`src/rtl/regfile_mp.sv`:
```
// Multi-port register file with a pending-write scoreboard; r0 is hard-wired zero.
// Define REGFILE_MP_BYPASS_EN to forward same-cycle write data onto the read ports.
module regfile_mp #(
    parameter int DATA_W  = 32,
    parameter int REG_NUM = 32,
    parameter int NUM_RD  = 3,
    parameter int NUM_WR  = 2,
    parameter int ADDR_W  = $clog2(REG_NUM)
) (
    input  logic                     aclk,
    input  logic                     areset,
    input  logic [NUM_RD*ADDR_W-1:0] rd_addr,
    output logic [NUM_RD*DATA_W-1:0] rd_data,
    output logic [NUM_RD-1:0]        rd_busy,
    input  logic [NUM_WR-1:0]        wr_en,
    input  logic [NUM_WR*ADDR_W-1:0] wr_addr,
    input  logic [NUM_WR*DATA_W-1:0] wr_data,
    input  logic                     iss_en,
    input  logic [ADDR_W-1:0]        iss_addr,
    output logic [REG_NUM-1:0]       busy_vec
);

    localparam logic [ADDR_W:0] REG_LIM = (ADDR_W+1)'(REG_NUM);

    logic [DATA_W-1:0]  rf [REG_NUM];
    logic [REG_NUM-1:0] busy;
    logic [REG_NUM-1:0] busy_next;

    // Index 0 and indices beyond the last register never touch state.
    function automatic logic idx_ok(input logic [ADDR_W-1:0] a);
        return (a != '0) && ({1'b0, a} < REG_LIM);
    endfunction

    // Later ports are assigned last, so the highest-numbered port wins a collision.
    always_ff @(posedge aclk) begin
        if (areset) begin
            for (int r = 0; r < REG_NUM; r++) begin
                rf[r] <= '0;
            end
        end else begin
            for (int w = 0; w < NUM_WR; w++) begin
                if (wr_en[w] && idx_ok(wr_addr[w*ADDR_W +: ADDR_W])) begin
                    rf[wr_addr[w*ADDR_W +: ADDR_W]] <= wr_data[w*DATA_W +: DATA_W];
                end
            end
        end
    end

    // Clears are applied before the set so a new producer supersedes the retiring one.
    always_comb begin
        busy_next = busy;
        for (int w = 0; w < NUM_WR; w++) begin
            if (wr_en[w] && idx_ok(wr_addr[w*ADDR_W +: ADDR_W])) begin
                busy_next[wr_addr[w*ADDR_W +: ADDR_W]] = 1'b0;
            end
        end
        if (iss_en && idx_ok(iss_addr)) begin
            busy_next[iss_addr] = 1'b1;
        end
        busy_next[0] = 1'b0;
    end

    always_ff @(posedge aclk) begin
        if (areset) begin
            busy <= '0;
        end else begin
            busy <= busy_next;
        end
    end

    assign busy_vec = busy;

    always_comb begin
        rd_data = '0;
        rd_busy = '0;
        for (int i = 0; i < NUM_RD; i++) begin
            if (idx_ok(rd_addr[i*ADDR_W +: ADDR_W])) begin
                rd_data[i*DATA_W +: DATA_W] = rf[rd_addr[i*ADDR_W +: ADDR_W]];
                rd_busy[i]                  = busy[rd_addr[i*ADDR_W +: ADDR_W]];
`ifdef REGFILE_MP_BYPASS_EN
                for (int w = 0; w < NUM_WR; w++) begin
                    if (!areset && wr_en[w] &&
                        wr_addr[w*ADDR_W +: ADDR_W] == rd_addr[i*ADDR_W +: ADDR_W]) begin
                        rd_data[i*DATA_W +: DATA_W] = wr_data[w*DATA_W +: DATA_W];
                    end
                end
`endif
            end
        end
    end

endmodule

```
`config.mk`:
```
export PLATFORM = sky130hd
export DESIGN_NAME = regfile_mp
export DESIGN_NICKNAME = d
export VERILOG_FILES = /design/src/rtl/regfile_mp.sv
export SDC_FILE = /design/constraint.sdc
export NUM_CORES = 2
export LEC_CHECK = 0
export CORE_UTILIZATION = 45
export CTS_CLUSTER_SIZE = 28
export DETAILED_ROUTE_END_ITERATION = 10
export MAX_ROUTING_LAYER = met4
export PLACE_DENSITY = 0.62
export SLEW_MARGIN = 10
export SYNTH_ARGS = -nofsm -noshare
export SYNTH_HDL_FRONTEND = slang
export SYNTH_SLANG_ARGS = --single-unit
```
`constraint.sdc`:
```
create_clock -name aclk -period 4.7 [get_ports aclk]
set_input_delay 1.41 -clock aclk [delete_from_list [all_inputs] [get_ports aclk]]
set_output_delay 1.41 -clock aclk [all_outputs]
set_load 0.05 [all_outputs]
```
==> metrics.txt <==
die area=between 0.15 and 0.2 mm²; vias in the first global route=57470; Overall Global Routing Usage=46.8%; initial core utilization=around 45%; vias per std cell=8.11; Hold/Removal Path Class=reg -> reg; Mapped Cells=4792; DRC=0; most frequent cell after synthesis=edfxtp_1; sw frac=between 30 and 40%; sequential element share of the synthesized area=45.9%; Worst Path Buf+Inv=4; DRT Pass-1 Iters=8; post-route ant nets=0; Routability Congestion=1.02; #FFs+latches synth=~1100; FF-to-FF path depth=2; Worst VDD drop=~0.00032 V; Synth Flop Type=edfxtp_1; sequential power share=between 40% and 50%; final worst slack=-0.127 ns; Worst Hold End=busy_vec[31]; filler instances=~11000; largest net degree at the start of global routing=37; CP max stage delay=about 0.45 ns; Psw=0.00850 W; Slew Viols, Final=0; synthesis-to-finish area growth=33.2%; final hold viol count=0; CP dominant cell by count=buf_12; hold_buf cts=0; Vert. Die Dim=about 390 µm; Crit path arrival time=roughly 3.4 ns; synth warn=0; worst path required time=about 3.3 ns; clock network power share=roughly a third; pwr dens=~310 mW/mm²; ratio of cells with drive above 1 in the final layout=between 40% and 50%; CP max-delay cell=a311oi_4; startpoint types=primary input; Slew HR=9.51%; clk sinks=roughly 1100; core footprint=0.150 mm²; area of the multi-input gates=0.0376 mm²; outcome=complete, but fails checks; hold_ws=roughly 0.55 ns; Root Driver=clkbuf_16; grt peak-use layer=met2; Core Rows=142; GRT overflow=0; Final Setup Violations=76; async set-or-reset flop fraction in the synthesized netlist=0%; CP max FO=16; fin crit share=103%; top cells by area, synth=edfxtp_1 45%, mux4_2 23%, a22o_1 12%, clkbuf_1 3.0%, mux2i_1 2.9%; CTS tree=done; fmax=~0.21 GHz; unrepaired setup endpoints after global routing=true; H-tree levels=3; hold path cells=2; reg-to-reg endpoint=busy_vec[3]; final setup TNS=-2.77 ns; number of synthesized flops with an enable pin=a little over 1000; hold_sp=busy_vec[31]; Reg2Reg Setup Slack=3.84 ns; slew of the pin with the lowest slew margin=around 1.4 ns; Yosys cell types=48; maxcap violations=0; worst path cell trace=buf_2 > buf_12 > nor2b_4 > buf_4 > a22oi_1 > a311oi_4 > buf_12; Die W=approximately 400 µm; Combinational Power Share=between 20% and 30%; dpl hpwl=approximately 210000 µm; r2r startpoint=busy_vec[3]; met2 usage=59.7%; critical path type=in -> out; average cell area after synthesis=about 14 µm²; Post-Syn Area=between 0.06 and 0.07 mm²; WL/cell=about 47 µm; Num CTS Buffers=roughly 120; Crit path max-delay family=buffers and inverters; post-route cell area=roughly 0.091 mm²; PortBufs=around 230; largest area contributor in the netlist=edfxtp_1; met3 GRT Util=roughly a quarter; DRT iter0 DRCs=between 10000 and 15000; Worst Skew=0 ns; CP Capture Type=output pin; commonest cells in the netlist=1024 x edfxtp_1, 962 x a22o_1, 690 x mux4_2; clock buffer depth=3; first-pass GRT wire length=approximately 470000 µm; min cycle time layout=just under 5 ns; I/O Pins=230; failing checks=negative setup slack; met1 track demand over resource=a little under three fifths; Clk Latency, worst-skew pair=between 0.7 and 0.8 ns; Total Wirelength=roughly 360000 µm; initial antenna violation count=32; nets=about 5600; Register Area=roughly 0.031 mm²; via count=62270; Static Leakage=31.7 nW; post-synth top area share=approximately 45%; P_int=between 0.015 and 0.02 W; CTS clk-pin slew, worst paths=~0.070 ns; placed cell area=approximately 0.083 mm²
-- metal layers --
layer  vias up  part of all wire (%)
met4         0                   8.3
met1     31013                    33
met5         -                     0
met3      1830                    20
li1      22177                     -
met2      7250                    39
-- worst max-delay path by stage --
stage,startpoint,endpoint,depth (start not counted)
after CTS,rd_addr[1],rd_data[15],9
after global routing,rd_addr[10],rd_data[74],9
final,rd_addr[8],rd_data[41],7
after global placement,rd_addr[6],rd_data[51],9
after floorplan,rd_addr[9],rd_data[33],7
after detailed placement,rd_addr[6],rd_data[51],9
-- area by class of cell --
class	instances	share of cell area [%]
repair buffers	1299	16.9
inverters	39	0.175
well taps	2016	2.77
flip-flops and latches	1055	34.5
multi-input cells	3007	41.3
clock inverters	69	0.693
diodes	44	0.121
clock buffers	146	3.51
-- sequential cells by signal, summed over array words and instances, names as in the netlist --
signal / cells
busy_vec: 31
rf: 1024
-- kinds of logic (layout without fill, tap and decap cells) --
| family | after synthesis | count (layout) | synth area share (%) |
|---|---|---|---|
| AOI/OAI and AO/OA | 1626 | 1626 | 19.4 |
| buffers and inverters | 765 | 1553 | 4.51 |
| DFF | 1055 | 1055 | 45.9 |
| muxes | 990 | 990 | 27.3 |
| other | 1 | 77 | 0.00549 |
| and+or+nand+nor | 355 | 358 | 2.78 |
-- placed cells by master (no fill, tap or decap), drive strengths merged, types with 16 or more instances in the layout --
master,synthesis,layout
a211oi,96,96
a221oi,74,74
a22o,992,992
a22oi,99,99
a311oi,99,99
buf,177,1171
clkbuf,549,159
clkdlybuf4s50,0,105
clkinv,0,52
conb,1,33
dfxtp,31,31
diode,0,44
edfxtp,1024,1024
inv,39,43
mux2,102,102
mux2i,198,198
mux4,690,690
nand2,71,71
nor2,68,71
nor2b,104,104
nor3,38,38
o2111ai,26,26
o21ai,189,189
o221ai,23,23
o22ai,16,16
-- stage by stage --
stage	utilization [%]	worst slack [ns]	total power, W	std cells
2_1_floorplan	-	-0.00952	0.0148	4824
3_3_place_gp	55.4	-0.422	0.0177	7265
3_5_place_dp	55.4	-0.458	0.0178	7265
4_1_cts	59.4	-0.0451	0.0273	7553
5_1_grt	60.5	-0.0645	0.0282	7661
6_report	60.5	-0.127	0.0279	7675
-- power by group through the flow --
| stage | clock (W) | sequential, W | combinational (W) |
|---|---|---|---|
| finish | 0.00949 | 0.0114 | 0.00706 |
| global route | 0.00971 | 0.0114 | 0.00707 |
| CTS | 0.00939 | 0.0113 | 0.00661 |
| detailed placement | 0 | 0.0115 | 0.00631 |
| global placement | 0 | 0.0115 | 0.00627 |
| floorplan | 0 | 0.0114 | 0.00339 |
-- worst register-to-register path, stage by stage, from the launching register on --
cell and delay [ns]:
dfxtp_1 0.52, inv_1 0.07, o21ai_0 0.19
-- timing repair --
| item | CTS | global route |
|---|---|---|
| gates cloned | 26 | 13 |
| buffers inserted | 52 | 70 |
| pin swaps | 40 | 47 |
| setup endpoints to repair | 99 | 95 |
| resized for setup | 247 | 182 |
Power figures use the tool's default switching activity.
